==> config.mk <==
export PLATFORM = sky130hd
export DESIGN_NAME = uart_vctr_rx
export DESIGN_NICKNAME = d
export VERILOG_FILES = /design/src/rtl/uart_vctr_rx.sv
export SDC_FILE = /design/constraint.sdc
export NUM_CORES = 1
export LEC_CHECK = 0
export CAP_MARGIN = 15
export CORE_UTILIZATION = 61
export CTS_CLUSTER_DIAMETER = 60
export DETAILED_ROUTE_END_ITERATION = 7
export PLACE_DENSITY = 0.82
export SLEW_MARGIN = 20
export SYNTH_ARGS = -nofsm -noshare
export SYNTH_HDL_FRONTEND = slang
export SYNTH_SLANG_ARGS = --single-unit
==> constraint.sdc <==
create_clock -name clock -period 13.79 [get_ports clock]
set_clock_uncertainty 0.15 [all_clocks]
set_input_delay 2.758 -clock clock [delete_from_list [all_inputs] [get_ports clock]]
set_output_delay 2.758 -clock clock [all_outputs]
set_load 0.02 [all_outputs]
==> src/rtl/uart_vctr_rx.sv <==
// uart_vctr_rx: UART receiver feeding a framed vector assembler.
//
// A frame is a header byte 0xA<ch> (ch < NUM_CH) followed by VEC_BYTES data
// bytes; the first data byte lands in the MSBs of vec_data. With the macro
// UART_VCTR_CHKSUM_EN defined, a trailing XOR checksum byte (header ^ data)
// is also required, and a mismatch pulses err_chk.
//
// Ports:
//   clock, rst      sole rising-edge clock, asynchronous active-high reset
//   rx              raw asynchronous UART line (idle high)
//   rx_data         last byte received with a good stop bit
//   rx_byte_valid   one-cycle pulse per accepted byte
//   vec_data/vec_ch assembled vector and its channel, stable while vec_valid
//   vec_valid/vec_ready  output handshake
//   err_frame/err_hdr/err_ovr/err_tmo/err_chk  one-cycle error pulses
module uart_vctr_rx #(
  parameter int CLKS_PER_BIT = 434,
  parameter int VEC_BYTES    = 4,
  parameter int NUM_CH       = 2,
  parameter int TIMEOUT_BITS = 32
) (
  input  logic                   clock,
  input  logic                   rst,
  input  logic                   rx,
  output logic [7:0]             rx_data,
  output logic                   rx_byte_valid,
  output logic [8*VEC_BYTES-1:0] vec_data,
  output logic [3:0]             vec_ch,
  output logic                   vec_valid,
  input  logic                   vec_ready,
  output logic                   err_frame,
  output logic                   err_hdr,
  output logic                   err_ovr,
  output logic                   err_tmo,
  output logic                   err_chk
);

  localparam int CW = $clog2(CLKS_PER_BIT);
  localparam int VW = 8 * VEC_BYTES;
  localparam int TW = $clog2(TIMEOUT_BITS + 2) + 1;
  localparam logic [CW-1:0] CNT_LAST = CW'(CLKS_PER_BIT - 1);
  localparam logic [CW-1:0] CNT_HALF = CW'(CLKS_PER_BIT / 2 - 1);

  // Line synchroniser; rx_prev gives the edge detector its history.
  logic rx_meta, rx_s, rx_prev;

  always_ff @(posedge clock or posedge rst) begin
    if (rst) begin
      rx_meta <= 1'b1;
      rx_s    <= 1'b1;
      rx_prev <= 1'b1;
    end else begin
      rx_meta <= rx;
      rx_s    <= rx_meta;
      rx_prev <= rx_s;
    end
  end

  // ---------------- byte receiver ----------------
  typedef enum logic [2:0] {U_IDLE, U_START, U_BITS, U_STOP, U_WAIT} u_state_t;
  u_state_t u_state, u_next;
  logic [CW-1:0] clk_cnt;
  logic [2:0]    bit_idx;
  logic [7:0]    shift;
  logic          cnt_clr, bit_take, stop_ok, stop_bad;

  always_comb begin
    u_next   = u_state;
    cnt_clr  = 1'b0;
    bit_take = 1'b0;
    stop_ok  = 1'b0;
    stop_bad = 1'b0;
    case (u_state)
      U_IDLE: begin
        cnt_clr = 1'b1;
        if (rx_prev && !rx_s) u_next = U_START;
      end
      U_START: begin
        if (clk_cnt == CNT_HALF) begin
          cnt_clr = 1'b1;
          u_next  = rx_s ? U_IDLE : U_BITS;
        end
      end
      U_BITS: begin
        if (clk_cnt == CNT_LAST) begin
          cnt_clr  = 1'b1;
          bit_take = 1'b1;
          if (bit_idx == 3'd7) u_next = U_STOP;
        end
      end
      U_STOP: begin
        if (clk_cnt == CNT_LAST) begin
          cnt_clr = 1'b1;
          if (rx_s) begin
            stop_ok = 1'b1;
            u_next  = U_IDLE;
          end else begin
            stop_bad = 1'b1;
            u_next   = U_WAIT;
          end
        end
      end
      U_WAIT: begin
        cnt_clr = 1'b1;
        if (rx_s) u_next = U_IDLE;
      end
      default: u_next = U_IDLE;
    endcase
  end

  always_ff @(posedge clock or posedge rst) begin
    if (rst) begin
      u_state       <= U_IDLE;
      clk_cnt       <= '0;
      bit_idx       <= '0;
      shift         <= '0;
      rx_data       <= '0;
      rx_byte_valid <= 1'b0;
      err_frame     <= 1'b0;
    end else begin
      u_state <= u_next;
      clk_cnt <= cnt_clr ? '0 : clk_cnt + 1'b1;
      if (u_state == U_IDLE) begin
        bit_idx <= '0;
      end else if (bit_take) begin
        bit_idx <= bit_idx + 1'b1;
        shift   <= {rx_s, shift[7:1]};
      end
      rx_byte_valid <= stop_ok;
      err_frame     <= stop_bad;
      if (stop_ok) rx_data <= shift;
    end
  end

  // ---------------- frame assembler ----------------
`ifdef UART_VCTR_CHKSUM_EN
  typedef enum logic [1:0] {F_HDR, F_DATA, F_CHK, F_PUSH} f_state_t;
`else
  typedef enum logic [1:0] {F_HDR, F_DATA, F_PUSH} f_state_t;
`endif
  f_state_t f_state, f_next;
  logic [4:0]    byte_cnt;
  logic [3:0]    ch_q;
  logic [VW-1:0] vec_sh, vec_shift_in;
  logic [CW-1:0] tick_cnt;
  logic [TW-1:0] idle_bits;
  logic          in_frame, tmo_hit, hdr_match;
  logic          hdr_ok, hdr_bad, data_take, push_load, push_ovr, tmo_fire;

  generate
    if (VEC_BYTES == 1) begin : g_shift1
      assign vec_shift_in = rx_data;
    end else begin : g_shiftn
      assign vec_shift_in = {vec_sh[VW-9:0], rx_data};
    end
  endgenerate

  assign hdr_match = (rx_data[7:4] == 4'hA) && ({1'b0, rx_data[3:0]} < 5'(NUM_CH));
  assign tmo_hit   = idle_bits > TW'(TIMEOUT_BITS);

`ifdef UART_VCTR_CHKSUM_EN
  logic [7:0] chk_acc;
  logic       chk_bad;
  assign in_frame = (f_state == F_DATA) || (f_state == F_CHK);
`else
  assign in_frame = (f_state == F_DATA);
  assign err_chk  = 1'b0;
`endif

  always_comb begin
    f_next    = f_state;
    hdr_ok    = 1'b0;
    hdr_bad   = 1'b0;
    data_take = 1'b0;
    push_load = 1'b0;
    push_ovr  = 1'b0;
    tmo_fire  = 1'b0;
`ifdef UART_VCTR_CHKSUM_EN
    chk_bad   = 1'b0;
`endif
    case (f_state)
      F_HDR: begin
        if (rx_byte_valid) begin
          if (hdr_match) begin
            hdr_ok = 1'b1;
            f_next = F_DATA;
          end else begin
            hdr_bad = 1'b1;
          end
        end
      end
      F_DATA: begin
        if (err_frame) begin
          f_next = F_HDR;
        end else if (tmo_hit) begin
          tmo_fire = 1'b1;
          f_next   = F_HDR;
        end else if (rx_byte_valid) begin
          data_take = 1'b1;
          if (byte_cnt == 5'(VEC_BYTES - 1)) begin
`ifdef UART_VCTR_CHKSUM_EN
            f_next = F_CHK;
`else
            f_next = F_PUSH;
`endif
          end
        end
      end
`ifdef UART_VCTR_CHKSUM_EN
      F_CHK: begin
        if (err_frame) begin
          f_next = F_HDR;
        end else if (tmo_hit) begin
          tmo_fire = 1'b1;
          f_next   = F_HDR;
        end else if (rx_byte_valid) begin
          if (rx_data == chk_acc) begin
            f_next = F_PUSH;
          end else begin
            chk_bad = 1'b1;
            f_next  = F_HDR;
          end
        end
      end
`endif
      F_PUSH: begin
        // A same-cycle handshake frees the output register for this frame.
        if (!vec_valid || vec_ready) push_load = 1'b1;
        else                         push_ovr  = 1'b1;
        f_next = F_HDR;
      end
      default: f_next = F_HDR;
    endcase
  end

  always_ff @(posedge clock or posedge rst) begin
    if (rst) begin
      f_state   <= F_HDR;
      byte_cnt  <= '0;
      ch_q      <= '0;
      vec_sh    <= '0;
      tick_cnt  <= '0;
      idle_bits <= '0;
      vec_data  <= '0;
      vec_ch    <= '0;
      vec_valid <= 1'b0;
      err_hdr   <= 1'b0;
      err_ovr   <= 1'b0;
      err_tmo   <= 1'b0;
    end else begin
      f_state <= f_next;
      err_hdr <= hdr_bad;
      err_ovr <= push_ovr;
      err_tmo <= tmo_fire;

      if (hdr_ok) begin
        ch_q     <= rx_data[3:0];
        byte_cnt <= '0;
      end else if (data_take) begin
        byte_cnt <= byte_cnt + 1'b1;
      end
      if (data_take) vec_sh <= vec_shift_in;

      // Inter-byte timer: whole bit periods since the last accepted byte.
      if (!in_frame || rx_byte_valid) begin
        tick_cnt  <= '0;
        idle_bits <= '0;
      end else if (tick_cnt == CNT_LAST) begin
        tick_cnt  <= '0;
        idle_bits <= idle_bits + 1'b1;
      end else begin
        tick_cnt <= tick_cnt + 1'b1;
      end

      if (push_load) begin
        vec_data  <= vec_sh;
        vec_ch    <= ch_q;
        vec_valid <= 1'b1;
      end else if (vec_valid && vec_ready) begin
        vec_valid <= 1'b0;
      end
    end
  end

`ifdef UART_VCTR_CHKSUM_EN
  always_ff @(posedge clock or posedge rst) begin
    if (rst) begin
      chk_acc <= '0;
      err_chk <= 1'b0;
    end else begin
      err_chk <= chk_bad;
      if (hdr_ok)         chk_acc <= rx_data;
      else if (data_take) chk_acc <= chk_acc ^ rx_data;
    end
  end
`endif

endmodule
==> flow_summary.yaml <==
cells_and_area:
  fillCellCount: 520
  antennaDiodeCount: 0
  final_area_um2: 6938
  layout.nets: 492
  layout-drive-gt1-share_pct: 26.48
  synthToLayoutAreaGrowth_pct: 22.68
outcome:
  status: "complete, but fails checks"
  failed_checks: "DRC"
sta:
  setup_viol: 0
  tightestPinTransition_ns: 1.086
  slew-limit-headroom_pct: 27.63
  grt_setup_unrepaired: "no"
  totalNegativeSetupSlack_ns: 0
  final-max-slew-violation-count: 0
  timing_hold_violations_final: 0
  max_freq_ghz: 0.2205
  fin_crit_sh_pct: 32.89
  min_period_ns: 4.536
power_and_ir_drop:
  power.density_nw_per_um2: 142.2
  max-vdd-ir-drop_mv: 0.1232
  cellLeakagePower_nw: 3.318
synthesis:
  synth.ff_latch_count: 135
  synth-edff-count: 0
  yosys_warnings: 0
  synth_area_um2: 5655
  synth_flop_cell: "sky130_fd_sc_hd__dfrtp_1"
  post_synthesis_instance_total: 420
  synth_seq_area_share_pct: 59.80
  postSynth.asyncResetShare_pct: 100.0
  ys_types: 45
  synth.avg_cell_area_um2: 13.47
  mappedNetlistNets: 434
route:
  postRouteWirelength_mm: 11.54
  route.antenna.remaining_nets: 0
  routed-via-count: 3383
  detail_route.wl_per_cell_um: 19.27
  drt_pre_antenna_iters: 6
  route.detailed.drc: 3
  dr_iter_0_viols: 195
  drt-vias-per-instance: 5.648
placed_design:
  globalplace.congestion: 0.8382
  post_dp_cell_area_um2: 6247
  numPortBuffers: 53
  detailed_place_hpwl_mm: 6.452
worst_setup_path:
  critical_path.top_delay_family: "buffers and inverters"
  cpPeakStageDelay_ns: 0.66
  path_max_fanout: 4
  worst_setup_path_end_kind: "output port"
  worst_ep_arrival_time_ns: 1.63
  critical_path_source_type: "flop"
  critical-path-slowest-cell: "sky130_fd_sc_hd__clkdlybuf4s50_1"
  crit_required_ns: 10.88
  timing.critical_path.buf_inv: 1
  crit_type: "reg2out"
  cell_chain_critical_path: "clkdlybuf4s50_1"
grt:
  global_route_wire_length_before_repair_mm: 18.93
  initial_antenna_violation_count: 0
  grt_start_max_net_pins: 82
  grt_use_total_pct: 26.04
  grt_overflow_total: 0
  vias_in_the_first_global_route: 3576
die:
  die_h_um: 98.29
  core-area_um2: 8848
  die-area_um2: 9660
  core.rowCount: 34
  floorplan.initialDensity_pct: 63.91
  die-width_um: 98.29
  design.portCount: 55
clocking:
  clock_sinks: 135
  cts.clk_slew.worst_paths_ns: 0.06
  cts_resized: 0
  post-cts-setup-buffers: 0
  cts_inserted_buffers: 17
  cts-hold-fix-buffers: 0
  clock_latency_ns: 0.51
  cts_tree: "done"
  cts.root.buffer_cell: "sky130_fd_sc_hd__clkbuf_8"
  clock_path_buffers: 2
  ctsHtreeMaxLevel: 4
job:
  max-cap-violations: 0
min_path:
  timing.hold.worst.class: "reg2reg"
-- sequential cells by signal (all words and copies together) (netlist names), 2 cells and up --
name	cells
vec_data	32
vec_sh	32
clk_cnt	9
tick_cnt	9
rx_data	8
shift	8
idle_bits	7
byte_cnt	5
ch_q	4
vec_ch	4
bit_idx	3
u_state	3
f_state	2
-- power breakdown --
group,total (W),leakage [nW],internal (W),switching [W]
clock,0.000526,0.330,0.000351,0.000175
sequential,0.000423,1.86,0.000407,0.0000162
combinational,0.0000379,1.13,0.0000145,0.0000234
-- Yosys cell counts (2+ instances only) --
master	instances	area [um^2]
sky130_fd_sc_hd__o21ai_0	4	20.02
sky130_fd_sc_hd__xnor2_1	17	148.9
sky130_fd_sc_hd__nand3_1	9	45.04
sky130_fd_sc_hd__mux2i_1	3	30.03
sky130_fd_sc_hd__nand2b_1	2	12.51
sky130_fd_sc_hd__nor3_1	3	15.01
sky130_fd_sc_hd__ha_1	10	125.1
sky130_fd_sc_hd__mux2_2	59	664.4
sky130_fd_sc_hd__a21oi_1	7	35.03
sky130_fd_sc_hd__nor2b_1	3	18.77
sky130_fd_sc_hd__and2_1	4	25.02
sky130_fd_sc_hd__inv_1	17	63.81
sky130_fd_sc_hd__nand2_1	13	48.80
sky130_fd_sc_hd__or2_2	3	18.77
sky130_fd_sc_hd__and3_1	4	25.02
sky130_fd_sc_hd__buf_2	2	10.01
sky130_fd_sc_hd__xor2_1	4	35.03
sky130_fd_sc_hd__a22o_1	3	26.28
sky130_fd_sc_hd__nor4_1	5	31.28
sky130_fd_sc_hd__mux2_4	27	405.4
sky130_fd_sc_hd__dfrtp_1	132	3303
sky130_fd_sc_hd__nor2_1	46	172.7
sky130_fd_sc_hd__clkbuf_1	8	30.03
sky130_fd_sc_hd__buf_6	4	45.04
sky130_fd_sc_hd__or3_1	3	18.77
sky130_fd_sc_hd__nand4_1	7	43.79
sky130_fd_sc_hd__dfstp_2	3	78.83
-- path summary, 6_finish.rpt --
path,from,slack (ns),to,cells after the start
setup / recovery,rx_data[2]$_DFFE_PP0P_,9.25,rx_data[2],1
hold / removal,rx_meta$_DFF_PP1_,0.21,rx_s$_DFF_PP1_,0
setup reg to reg,idle_bits[0]$_DFFE_PP0P_,10.84,byte_cnt[3]$_DFFE_PP0P_,6
hold reg to reg,rx_meta$_DFF_PP1_,0.21,rx_s$_DFF_PP1_,0
max in group asynchronous,rst,9.73,rx_data[2]$_DFFE_PP0P_,3
min in group asynchronous,rst,2.60,vec_data[23]$_DFFE_PP0P_,2
-- logic make-up after synthesis --
| group | synth area share (%) |
|---|---|
| flops | 59.80 |
| xor+xnor | 3.252 |
| fa+ha+maj | 2.212 |
| other cells | 0.06631 |
| simple gates | 9.823 |
| compound gates | 2.633 |
| buf+inv | 2.765 |
| mux | 19.45 |
-- cell type report --
type                       count  area, um^2  share of cell area [%]
clock buffer                  18       417.9                   6.023
multi-input combinational    253        2126                   30.64
tap                          108       135.1                   1.948
sequential                   135        3382                   48.75
clock inverter                14       270.3                   3.895
timing repair buffer          54       538.0                   7.755
inverter                      17       68.82                  0.9919
-- cells in the final DEF, fill, tap and decap left out, types with 2 or more instances in the layout --
master / n
sky130_fd_sc_hd__dfrtp_1: 132
sky130_fd_sc_hd__mux2_2: 59
sky130_fd_sc_hd__clkdlybuf4s50_1: 53
sky130_fd_sc_hd__nor2_1: 46
sky130_fd_sc_hd__mux2_4: 27
sky130_fd_sc_hd__xnor2_1: 17
sky130_fd_sc_hd__inv_1: 16
sky130_fd_sc_hd__clkbuf_16: 16
sky130_fd_sc_hd__nand2_1: 13
sky130_fd_sc_hd__ha_1: 10
sky130_fd_sc_hd__nand3_1: 9
sky130_fd_sc_hd__a21oi_1: 7
sky130_fd_sc_hd__nand4_1: 7
sky130_fd_sc_hd__bufinv_16: 7
sky130_fd_sc_hd__nor4_1: 5
sky130_fd_sc_hd__and3_1: 4
sky130_fd_sc_hd__and2_1: 4
sky130_fd_sc_hd__o21ai_0: 4
sky130_fd_sc_hd__xor2_1: 4
sky130_fd_sc_hd__clkinv_4: 4
sky130_fd_sc_hd__or3_1: 3
sky130_fd_sc_hd__or2_2: 3
sky130_fd_sc_hd__mux2i_1: 3
sky130_fd_sc_hd__a22o_1: 3
sky130_fd_sc_hd__nor3_1: 3
sky130_fd_sc_hd__inv_6: 3
sky130_fd_sc_hd__dfstp_2: 3
sky130_fd_sc_hd__nor2b_1: 2
sky130_fd_sc_hd__nand2b_1: 2
-- worst reg2reg max path, stage by stage, from the launching register on --
cell	delay (ns)
sky130_fd_sc_hd__dfrtp_1	0.44
sky130_fd_sc_hd__inv_1	0.09
sky130_fd_sc_hd__ha_1	0.15
sky130_fd_sc_hd__or4b_4	0.47
sky130_fd_sc_hd__a2111o_2	0.92
sky130_fd_sc_hd__or3_1	0.49
sky130_fd_sc_hd__a21oi_1	0.16
-- routing by layer --
layer	share of wire (%)	routed length, um	up-vias	global-route usage [%]
li1	-	-	1561	-
met1	42	4888	1708	32.91
met2	53	6066	100	44.80
met3	3.5	399	14	5.440
met4	1.6	188	0	9.070
met5	0	0	-	0
-- through the flow --
stage	utilization [%]	power [W]	setup slack, ns	hold WS [ns]	instances
after CTS	78.38	0.0009913	9.250	0.2151	599
final	78.41	0.0009864	9.254	0.2140	599
after global placement	70.60	0.0004609	8.901	0.1955	567
after floorplan	-	0.0004532	7.276	0.1952	420
after global routing	78.41	0.001015	9.210	0.2155	599
after detailed placement	70.60	0.0004633	8.835	0.2015	567
Note: power is estimated with default switching activity, not from simulation.
